==> src/rtl/mul_seq_ctrl_if.sv <==
// Handshake bundle between the shift-add multiplier controller and its
// surroundings: requests in, datapath controls and status out.
interface mul_seq_ctrl_if #(
  parameter int CNT_W = 6
);
  logic             start;
  logic             abort;
  logic             lsb;
  logic             w_ctrl;
  logic             srl_ctrl;
  logic             alu_add;
  logic             ready;
  logic             busy;
  logic             done;
  logic [CNT_W-1:0] iter_cnt;

  modport master (
    output start, abort, lsb,
    input  w_ctrl, srl_ctrl, alu_add, ready, busy, done, iter_cnt
  );

  modport slave (
    input  start, abort, lsb,
    output w_ctrl, srl_ctrl, alu_add, ready, busy, done, iter_cnt
  );
endinterface

==> src/rtl/mul_seq_ctrl.sv <==
// Control FSM for a shift-add multiplier: one load cycle, WIDTH add/shift
// iterations, then a one-cycle done pulse. Outputs registered except alu_add.
module mul_seq_ctrl #(
  parameter int WIDTH = 32,
  parameter int CNT_W = 6
) (
  input logic           clk,
  input logic           reset,
  mul_seq_ctrl_if.slave bus
);

  localparam logic [1:0] IDLE  = 2'd0;
  localparam logic [1:0] LOAD  = 2'd1;
  localparam logic [1:0] SHIFT = 2'd2;
  localparam logic [1:0] DONE  = 2'd3;

  localparam logic [CNT_W-1:0] LAST_ITER = CNT_W'(WIDTH - 1);

  logic [1:0]       state, state_nxt;
  logic [CNT_W-1:0] cnt, cnt_nxt;
  logic             w_ctrl_q, srl_ctrl_q, ready_q, busy_q, done_q;

  // NOTE: defaults first so every path assigns every output -- no latches.
  always_comb begin
    state_nxt = state;
    cnt_nxt   = cnt;
    case (state)
      IDLE: begin
        if (bus.start) begin
          state_nxt = LOAD;
          cnt_nxt   = '0;
        end
      end
      LOAD: begin
        cnt_nxt   = '0;
        state_nxt = bus.abort ? IDLE : SHIFT;
      end
      SHIFT: begin
        if (bus.abort) begin
          state_nxt = IDLE;
          cnt_nxt   = '0;
        end else begin
          cnt_nxt = cnt + 1'b1;
          if (cnt == LAST_ITER) state_nxt = DONE;
        end
      end
      DONE: begin
        if (bus.start) begin
          state_nxt = LOAD;
          cnt_nxt   = '0;
        end else begin
          state_nxt = IDLE;
        end
      end
      default: begin
        state_nxt = IDLE;
        cnt_nxt   = '0;
      end
    endcase
  end

  // Outputs are decoded from the next state so they line up with the state
  // register without an extra cycle of latency.
  // NOTE: non-blocking assignments for all state so every register samples
  // pre-edge values regardless of statement order.
  always_ff @(posedge clk or posedge reset) begin
    if (reset) begin
      state      <= IDLE;
      cnt        <= '0;
      w_ctrl_q   <= 1'b0;
      srl_ctrl_q <= 1'b0;
      ready_q    <= 1'b1;
      busy_q     <= 1'b0;
      done_q     <= 1'b0;
    end else begin
      state      <= state_nxt;
      cnt        <= cnt_nxt;
      w_ctrl_q   <= (state_nxt == LOAD);
      srl_ctrl_q <= (state_nxt == SHIFT);
      ready_q    <= (state_nxt == IDLE) || (state_nxt == DONE);
      busy_q     <= (state_nxt == LOAD) || (state_nxt == SHIFT);
      done_q     <= (state_nxt == DONE);
    end
  end

  assign bus.w_ctrl   = w_ctrl_q;
  assign bus.srl_ctrl = srl_ctrl_q;
  assign bus.alu_add  = srl_ctrl_q & bus.lsb;
  assign bus.ready    = ready_q;
  assign bus.busy     = busy_q;
  assign bus.done     = done_q;
  assign bus.iter_cnt = cnt;

endmodule
==> src/flat_wrapper.sv <==
// flat-port wrapper written by rule: the top's interface ports become plain ports
module mul_seq_ctrl_flat 
#(
  parameter int WIDTH = 32,
  parameter int CNT_W = 6
)
  (clk, reset, bus_start, bus_abort, bus_lsb, bus_w_ctrl, bus_srl_ctrl, bus_alu_add, bus_ready, bus_busy, bus_done, bus_iter_cnt);
  mul_seq_ctrl_if #(.CNT_W(CNT_W)) bus_i ();
  input logic clk;
  input logic reset;
  input wire logic [$bits(bus_i.start)-1:0] bus_start;
  input wire logic [$bits(bus_i.abort)-1:0] bus_abort;
  input wire logic [$bits(bus_i.lsb)-1:0] bus_lsb;
  output wire logic [$bits(bus_i.w_ctrl)-1:0] bus_w_ctrl;
  output wire logic [$bits(bus_i.srl_ctrl)-1:0] bus_srl_ctrl;
  output wire logic [$bits(bus_i.alu_add)-1:0] bus_alu_add;
  output wire logic [$bits(bus_i.ready)-1:0] bus_ready;
  output wire logic [$bits(bus_i.busy)-1:0] bus_busy;
  output wire logic [$bits(bus_i.done)-1:0] bus_done;
  output wire logic [$bits(bus_i.iter_cnt)-1:0] bus_iter_cnt;
  assign bus_i.start = bus_start;
  assign bus_i.abort = bus_abort;
  assign bus_i.lsb = bus_lsb;
  assign bus_w_ctrl = bus_i.w_ctrl;
  assign bus_srl_ctrl = bus_i.srl_ctrl;
  assign bus_alu_add = bus_i.alu_add;
  assign bus_ready = bus_i.ready;
  assign bus_busy = bus_i.busy;
  assign bus_done = bus_i.done;
  assign bus_iter_cnt = bus_i.iter_cnt;
  mul_seq_ctrl #(.WIDTH(WIDTH), .CNT_W(CNT_W)) u_core (.clk(clk), .reset(reset), .bus(bus_i));
endmodule
==> config.mk <==
export PLATFORM = sky130hd
export DESIGN_NAME = mul_seq_ctrl_flat
export DESIGN_NICKNAME = d
export VERILOG_FILES = /design/src/rtl/mul_seq_ctrl_if.sv /design/src/rtl/mul_seq_ctrl.sv /design/src/flat_wrapper.sv
export SDC_FILE = /design/constraint.sdc
export NUM_CORES = 1
export LEC_CHECK = 0
export ABC_CLOCK_PERIOD_IN_PS = 4560
export BUFFER_PORTS_ARGS = -buffer_cell sky130_fd_sc_hd__buf_4
export CORE_MARGIN = 2
export CORE_UTILIZATION = 30
export DETAILED_ROUTE_END_ITERATION = 6
export GPL_ROUTABILITY_DRIVEN = 1
export GPL_TIMING_DRIVEN = 1
export SETUP_SLACK_MARGIN = 0.2
export SYNTH_ARGS = -nofsm -noshare
export SYNTH_HDL_FRONTEND = slang
export SYNTH_SLANG_ARGS = --single-unit
==> constraint.sdc <==
create_clock -name clk -period 4.56 [get_ports clk]
set_clock_uncertainty 0.05 [all_clocks]
set_input_delay 0.912 -clock clk [delete_from_list [all_inputs] [get_ports clk]]
set_output_delay 0.912 -clock clk [all_outputs]
set_load 0.005 [all_outputs]
==> results of run 1 <==
power breakdown:
group	internal (mW)	switching [mW]	leakage, nW
registers	0.149	0.0175	0.171
clock network	0.0338	0.0342	0.0150
logic	0.0833	0.0943	0.261
total	0.266	0.146	0.448
metrics by stage:
step	instance area [sq um]	worst slack, ns	power [mW]	util, %
after floorplan	693	2.53	0.282	-
after global placement	848	2.33	0.342	38.7
after detailed placement	848	2.33	0.350	38.7
after CTS	875	2.33	0.422	39.9
after global routing	875	2.32	0.458	39.9
final	875	2.33	0.412	39.9
placed cells by master, fill, tap and decap left out:
cell and count:
sky130_fd_sc_hd__nor2_1 1, sky130_fd_sc_hd__nor2_2 1, sky130_fd_sc_hd__nand2b_4 1, sky130_fd_sc_hd__o21ai_0 1, sky130_fd_sc_hd__or3_1 1, sky130_fd_sc_hd__nor4_1 1
sky130_fd_sc_hd__o211ai_1 1, sky130_fd_sc_hd__buf_4 16, sky130_fd_sc_hd__a22o_1 2, sky130_fd_sc_hd__and2_1 1, sky130_fd_sc_hd__o221ai_1 1, sky130_fd_sc_hd__and2b_1 2
sky130_fd_sc_hd__or4_4 1, sky130_fd_sc_hd__ha_1 8, sky130_fd_sc_hd__inv_1 5, sky130_fd_sc_hd__mux2i_1 2, sky130_fd_sc_hd__or4_1 1, sky130_fd_sc_hd__dfrtp_1 12
sky130_fd_sc_hd__nand3_1 4, sky130_fd_sc_hd__o21ai_1 3, sky130_fd_sc_hd__nor3b_1 1, sky130_fd_sc_hd__and3_1 1, sky130_fd_sc_hd__mux2_2 1, sky130_fd_sc_hd__o22ai_1 1
sky130_fd_sc_hd__dfstp_2 1, sky130_fd_sc_hd__a21oi_1 2, sky130_fd_sc_hd__a211o_1 1, sky130_fd_sc_hd__a211oi_1 1, sky130_fd_sc_hd__clkbuf_4 3, sky130_fd_sc_hd__clkbuf_1 1
sky130_fd_sc_hd__nand3b_1 1, sky130_fd_sc_hd__nand4_2 1
worst paths after layout:
check,start,endpoint,slack (ns),depth (start not counted)
min in group asynchronous,reset,u_core.bus.iter_cnt[0]$_DFFE_PP0P_,0.62,2
max in group asynchronous,reset,u_core.bus.ready$_DFF_PP1_,3.48,2
max,bus_lsb,bus_alu_add,2.33,3
min,u_core.bus.iter_cnt[1]$_DFFE_PP0P_,u_core.bus.iter_cnt[1]$_DFFE_PP0P_,0.53,1
min reg2reg,u_core.bus.iter_cnt[1]$_DFFE_PP0P_,u_core.bus.iter_cnt[1]$_DFFE_PP0P_,0.53,1
max reg2reg,u_core.state[0]$_DFF_PP0_,u_core.bus.busy$_DFF_PP0_,2.73,7
sequential cells by signal, indices dropped and copies added (netlist names):
name	count
u_core.bus.ready	1
u_core.bus.w_ctrl	1
u_core.bus.iter_cnt	6
u_core.bus.done	1
u_core.bus.busy	1
u_core.state	2
u_core.bus.srl_ctrl	1
cell families (layout without fill, tap and decap cells):
group,after synthesis,after routing
and+or+nand+nor,18,18
AOI/OAI and AO/OA,13,13
DFF,13,13
adders and majority gates,8,8
buffers and inverters,5,25
muxes,3,3
area by class of cell:
| type | instances | area (sq um) |
|---|---|---|
| Inverter | 5 | 18.8 |
| Fill cell | 226 | 1320 |
| Multi-Input combinational cell | 42 | 348 |
| Tap cell | 28 | 35.0 |
| Timing Repair Buffer | 16 | 120 |
| Sequential cell | 13 | 327 |
| Clock buffer | 4 | 26.3 |
per-layer routing:
metal  part of all wire, %  vias to the layer above
met2                    49                       13
met3                   5.1                        2
li1                      -                      263
met4                   1.3                        0
met1                    45                      255
met5                     0                        -
==> flow_metrics.tcl, run 1 <==
set metrics [dict create \
    asyncSetResetFlopFracSynth_pct 100 \
    die_h_microns 52.1 \
    synthesis.area_sq_um 693 \
    critPathMaxFanout 1 \
    synth_top_family_by_area "simple AND/OR/NAND/NOR gates" \
    postCtsSetupRepairBufs 0 \
    synth_largest_area_cell "sky130_fd_sc_hd__dfrtp_1" \
    worstPathCellList "buf_4 -> and2_1 -> buf_4" \
    cap_viol_max_count 0 \
    cts-htree-levels 1 \
    wire_per_inst_microns 12.3 \
    path_clk_slew_ns 0.07 \
    synth.avg_cell_area_sq_um 11.6 \
    cts_max_path_buffers 2 \
    cp_data_arrival_time_ns 1.27 \
    power_density_nw_per_um2 471 \
    timing_max_transition_violations_final 0 \
    relative_slew_margins_pct 66.1 \
    globalRoute.totalOverflow 0 \
    number_of_input_and_output_port_buffers_inserted 16 \
    dr.first_iter.drc_count 1 \
    holdBufCountCts 0 \
    holdWs_ns 0.534 \
    antenna_cells_inserted 0 \
    grt.met3_usage_pct 3.45 \
    finalSetupTns_ns 0 \
    p_leak_nw 0.448 \
    critical_path.endpoint_type "primary output" \
    fp.coreArea_sq_um 2190 \
    final_min_period_over_clock_period_pct 48.9 \
    instances_no_fill 108 \
    die-area_sq_um 2710 \
    synth_most_common_cell "sky130_fd_sc_hd__dfrtp_1" \
    wl_microns 1320 \
    critical_path_class "input port to primary output" \
    cp_peak_stage_delay_ns 0.13 \
    grt_pass1_vias 496 \
    timing.final.hold_violations 0 \
    met1_usage_pct 14.7 \
    yosys.cell_types.count 29 \
    crit_path_frequent_cell "sky130_fd_sc_hd__buf_4" \
    critical_path.n_buffers_inverters 2 \
    fin_nets 94 \
    synth.yosys.seq_area_share_pct 47.1 \
    tritoncts.num_buffers 3 \
    post-route-drc-count 0 \
    grt_usage_pct 11.6 \
    die_w_microns 52.1 \
    proportion_of_synthesized_area_in_mux_cells_pct 4.51 \
    yosys.area_share.simple_pct 18.8 \
    grt_setup_unrepaired "no" \
    xor_xnor_portion_of_the_synthesized_cell_area_pct 0 \
    maximum_number_of_pins_on_one_net_before_global_route_repair 14 \
    syn_to_final_growth_pct 26.2 \
    ys.flop_type "sky130_fd_sc_hd__dfrtp_1" \
    antenna_found_initial 0 \
    synth_top_cell_area_share_pct 43.3 \
    rows 17 \
    place.detailed.instances 104 \
    post_synth_main_area_contributors "sky130_fd_sc_hd__dfrtp_1, sky130_fd_sc_hd__ha_1, sky130_fd_sc_hd__dfstp_2" \
    synth_enable_flop_cells 0 \
    io_pins 17 \
    synthCells 60 \
    drtPass1Iterations 2 \
    cts.root.buffer_cell "sky130_fd_sc_hd__clkbuf_4" \
    cts_num_sinks 13 \
    route.antenna.remaining_nets 0 \
    synth_fp_nets 73 \
    clock_tree_from_tritoncts "built" \
    critical_path.slowest_cell "sky130_fd_sc_hd__buf_4" \
    timing.final.crit_period_ns 2.23 \
    floorplan.initialDensity_pct 31.6 \
    hp-class "flip-flop to flip-flop" \
    synth-warning-count 0 \
    via_count 533 \
    place.gp.congestion 0.778 \
    dp.final_hpwl_microns 1020 \
    clock_insertion_delay_worst_skew_ns 0.27 \
    grt_pass1_wl_microns 2210 \
    routed_via_density 4.94 \
    worst_ep_required_time_ns 3.60 \
    synth_top_cells_by_count "sky130_fd_sc_hd__dfrtp_1, sky130_fd_sc_hd__ha_1, sky130_fd_sc_hd__inv_1" \
    run_status "finished, final reports clean" \
    drive_above_1_share_pct 31.3 \
    critical_path.top_delay_family "buffers and inverters" \
    fmax_mhz 449 \
    post_cts_resized 0 \
    postSynthRegisterBits 13 \
    start_kind "input port" \
    tightest_slew_ns 0.508 \
    grt.met2_usage_pct 17.5 \
    setup_viol 0 \
    peakVddDrop_v 0.000172 \
    synth_adder_area_share_pct 14.4 \
    grt-busiest-layer "met2" \
    complex_gate_fraction_of_the_synthesized_area_pct 12.5 \
]
No activity file was read; power rests on OpenSTA's default activity.
==> run 2: changes to the inputs <==
--- a/config.mk
+++ b/config.mk
@@ -5,7 +5,8 @@
 export SDC_FILE = /design/constraint.sdc
 export NUM_CORES = 1
 export LEC_CHECK = 0
-export ABC_CLOCK_PERIOD_IN_PS = 4560
+export ABC_AREA = 1
+export ABC_CLOCK_PERIOD_IN_PS = 2200
 export BUFFER_PORTS_ARGS = -buffer_cell sky130_fd_sc_hd__buf_4
 export CORE_MARGIN = 2
 export CORE_UTILIZATION = 30
==> constraint.sdc (replaced) <==
create_clock -name clk -period 2.2 [get_ports clk]
set_clock_uncertainty 0.05 [all_clocks]
set_input_delay 0.44 -clock clk [delete_from_list [all_inputs] [get_ports clk]]
set_output_delay 0.44 -clock clk [all_outputs]
set_load 0.005 [all_outputs]
==> run 2 against run 1 <==
Against the previous run: routed wire length is 2.7% lower; total power up 120%; combinational power grew 130%; global-route usage down 0.45 points; critical path depth grew 5; final cell count increased by 15%; count of clock-buffer cells in the layout decreased by 1; sequential power increased by 110%; sequential share of layout area up 0.053 points; core utilization down 0.057 points; flip-flop and latch count unchanged; hold slack got worse by 0.40 ns; critical path type is now flip-flop to flip-flop.
==> flow_metrics.tcl, run 2 <==
set metrics [dict create \
    ys.flop_type "sky130_fd_sc_hd__dfrtp_1" \
    critical_path_start "u_core.state[0]$_DFF_PP0_" \
    post_synth_main_area_contributors "sky130_fd_sc_hd__dfrtp_1, sky130_fd_sc_hd__ha_1, sky130_fd_sc_hd__nand2_1" \
    final_min_period_over_clock_period_pct 78.8 \
    clock_insertion_delay_worst_skew_ns 0.27 \
    floorplan.initialDensity_pct 31.5 \
    die_w_microns 52.0 \
    r2r_start "u_core.state[0]$_DFF_PP0_" \
    critical_path.endpoint_type "flip-flop" \
    synth_top_cells_by_count "sky130_fd_sc_hd__nand2_1, sky130_fd_sc_hd__dfrtp_1, sky130_fd_sc_hd__inv_1" \
    die_h_microns 52.0 \
    start_kind "flip-flop" \
    maximum_number_of_pins_on_one_net_before_global_route_repair 14 \
    grt_pass1_wl_microns 2190 \
    grt_setup_unrepaired "no" \
    clock_tree_from_tritoncts "built" \
    route.antenna.remaining_nets 0 \
    synth-warning-count 0 \
    wire_per_inst_microns 10.4 \
    synth_top_cell_area_share_pct 43.5 \
    r2r.worst_path.cells 8 \
    yosys.cell_types.count 18 \
    place.gp.congestion 0.816 \
    rows 17 \
    post-route-drc-count 0 \
    antenna_found_initial 0 \
    report.power.total_mw 0.911 \
    routed_via_density 4.48 \
    dr.first_iter.drc_count 6 \
    power_density_nw_per_um2 1040 \
    cts_num_sinks 13 \
    cts_max_path_buffers 2 \
    postCtsSetupRepairBufs 0 \
    timing.final.crit_period_ns 1.73 \
    r2r_end "u_core.bus.busy$_DFF_PP0_" \
    relative_slew_margins_pct 67.1 \
    synth.avg_cell_area_sq_um 9.09 \
    timing.final.hold_violations 0 \
    critical_path_class "flip-flop to flip-flop" \
    io_pins 17 \
    dp.final_hpwl_microns 1010 \
    cts.root.buffer_cell "sky130_fd_sc_hd__clkbuf_4" \
    synthesis.area_sq_um 691 \
    number_of_input_and_output_port_buffers_inserted 16 \
    p_leak_nw 0.456 \
    die-area_sq_um 2700 \
    drive_above_1_share_pct 27.1 \
    wl_microns 1290 \
    drtPass1Iterations 4 \
    tritoncts.num_buffers 3 \
    number_of_flip_flops_under_the_largest_register_name 6 \
    peakVddDrop_v 0.000649 \
    cp_data_arrival_time_ns 1.90 \
    setup_viol 0 \
    synth_enable_flop_cells 0 \
    post_cts_resized 0 \
    timing_max_transition_violations_final 0 \
    cap_viol_max_count 0 \
    fin_nets 110 \
    synthCells 76 \
    path_clk_slew_ns 0.08 \
    layout.cells.most_common "sky130_fd_sc_hd__buf_4" \
    holdBufCountCts 0 \
    via_count 556 \
    grt_usage_pct 11.2 \
    hp-class "input port to asynchronous set/reset pin" \
    fp.coreArea_sq_um 2190 \
    syn_to_final_growth_pct 26.4 \
    antenna_cells_inserted 0 \
    synth.yosys.seq_area_share_pct 47.3 \
    synth_fp_nets 89 \
    critPathMaxFanout 5 \
    asyncSetResetFlopFracSynth_pct 100 \
    finalSetupTns_ns 0 \
    most-common-layout-cells "sky130_fd_sc_hd__buf_4, sky130_fd_sc_hd__nand2_1, sky130_fd_sc_hd__inv_1, sky130_fd_sc_hd__dfrtp_1" \
    synth_most_common_cell "sky130_fd_sc_hd__nand2_1" \
    postSynthRegisterBits 13 \
    critical_path.endpoint "u_core.bus.busy$_DFF_PP0_" \
    cts-htree-levels 1 \
    globalRoute.totalOverflow 0 \
    fmax_mhz 577 \
    reg2reg_slack_ns 0.47 \
    synth_largest_area_cell "sky130_fd_sc_hd__dfrtp_1" \
    grt_pass1_vias 538 \
    tightest_slew_ns 0.493 \
    worst_ep_required_time_ns 2.37 \
    run_status "finished, final reports clean" \
]
run 2: changes by cell type after synthesis, moves of 3 or more:
cell,previous run,this run
sky130_fd_sc_hd__a21oi_1,2,8
sky130_fd_sc_hd__inv_1,5,12
sky130_fd_sc_hd__nor3_1,0,3
sky130_fd_sc_hd__nand2_1,0,13
sky130_fd_sc_hd__nor2_1,1,7
run 2: final cells by class:
class / instances / area, sq um
clock buffers: 3 / 22.5
repair buffers: 16 / 120
inverters: 13 / 48.8
multi-input cells: 50 / 315
clock inverters: 1 / 5.00
flip-flops and latches: 13 / 327
fillers: 236 / 1320
well taps: 28 / 35.0
run 2: worst min-delay path by stage:
stage | cells past startpoint | end | start
floorplan | 1 | u_core.bus.busy$_DFF_PP0_ | reset
global placement | 2 | u_core.bus.w_ctrl$_DFF_PP0_ | reset
detailed placement | 2 | u_core.bus.done$_DFF_PP0_ | reset
CTS | 2 | u_core.bus.iter_cnt[1]$_DFFE_PP0P_ | reset
global route | 2 | u_core.bus.iter_cnt[1]$_DFFE_PP0P_ | reset
finish | 2 | u_core.bus.done$_DFF_PP0_ | reset
run 2: worst max-delay path, cell delays in order (launching register included):
cell and delay (ns):
sky130_fd_sc_hd__dfrtp_1 0.42, sky130_fd_sc_hd__inv_1 0.11, sky130_fd_sc_hd__ha_1 0.17, sky130_fd_sc_hd__inv_1 0.04, sky130_fd_sc_hd__nor2_1 0.24, sky130_fd_sc_hd__nand2_1 0.12
sky130_fd_sc_hd__a21oi_1 0.20, sky130_fd_sc_hd__ha_1 0.28, sky130_fd_sc_hd__inv_1 0.06
run 2: cells by family (layout without fill, tap and decap cells):
group / count (synthesis) / in the layout / share of synthesized area (%)
and+or+nand+nor: 30 / 30 / 21.6
DFF: 13 / 13 / 47.3
buffers and inverters: 13 / 33 / 7.06
AOI/OAI and AO/OA: 12 / 12 / 9.60
adders and majority gates: 8 / 8 / 14.5
run 2: per-layer routing:
layer / vias to the layer above / global-route usage, % / part of all wire, %
li1: 282 / - / -
met2: 13 / 19.6 / 51
met4: 0 / 2.63 / 0
met1: 261 / 11.6 / 43
met5: - / 0 / 0
met3: 0 / 6.03 / 6.6
run 2: metrics by stage:
stage               instances  setup slack (ns)  instance area (sq um)  hold slack, ns  utilization (%)
global route              124             0.304                    873           0.178             39.9
finish                    124             0.467                    873           0.132             39.9
floorplan                  76             0.651                    691           0.266                -
CTS                       124             0.435                    873           0.150             39.9
global placement          120             0.540                    846           0.447             38.6
detailed placement        120             0.455                    846           0.465             38.6
run 2: where the power goes:
group	internal (mW)	total, mW	switching (mW)
Clock	0.0674	0.147	0.0795
Combinational	0.176	0.409	0.233
Sequential	0.315	0.355	0.0403
Total	0.558	0.911	0.353
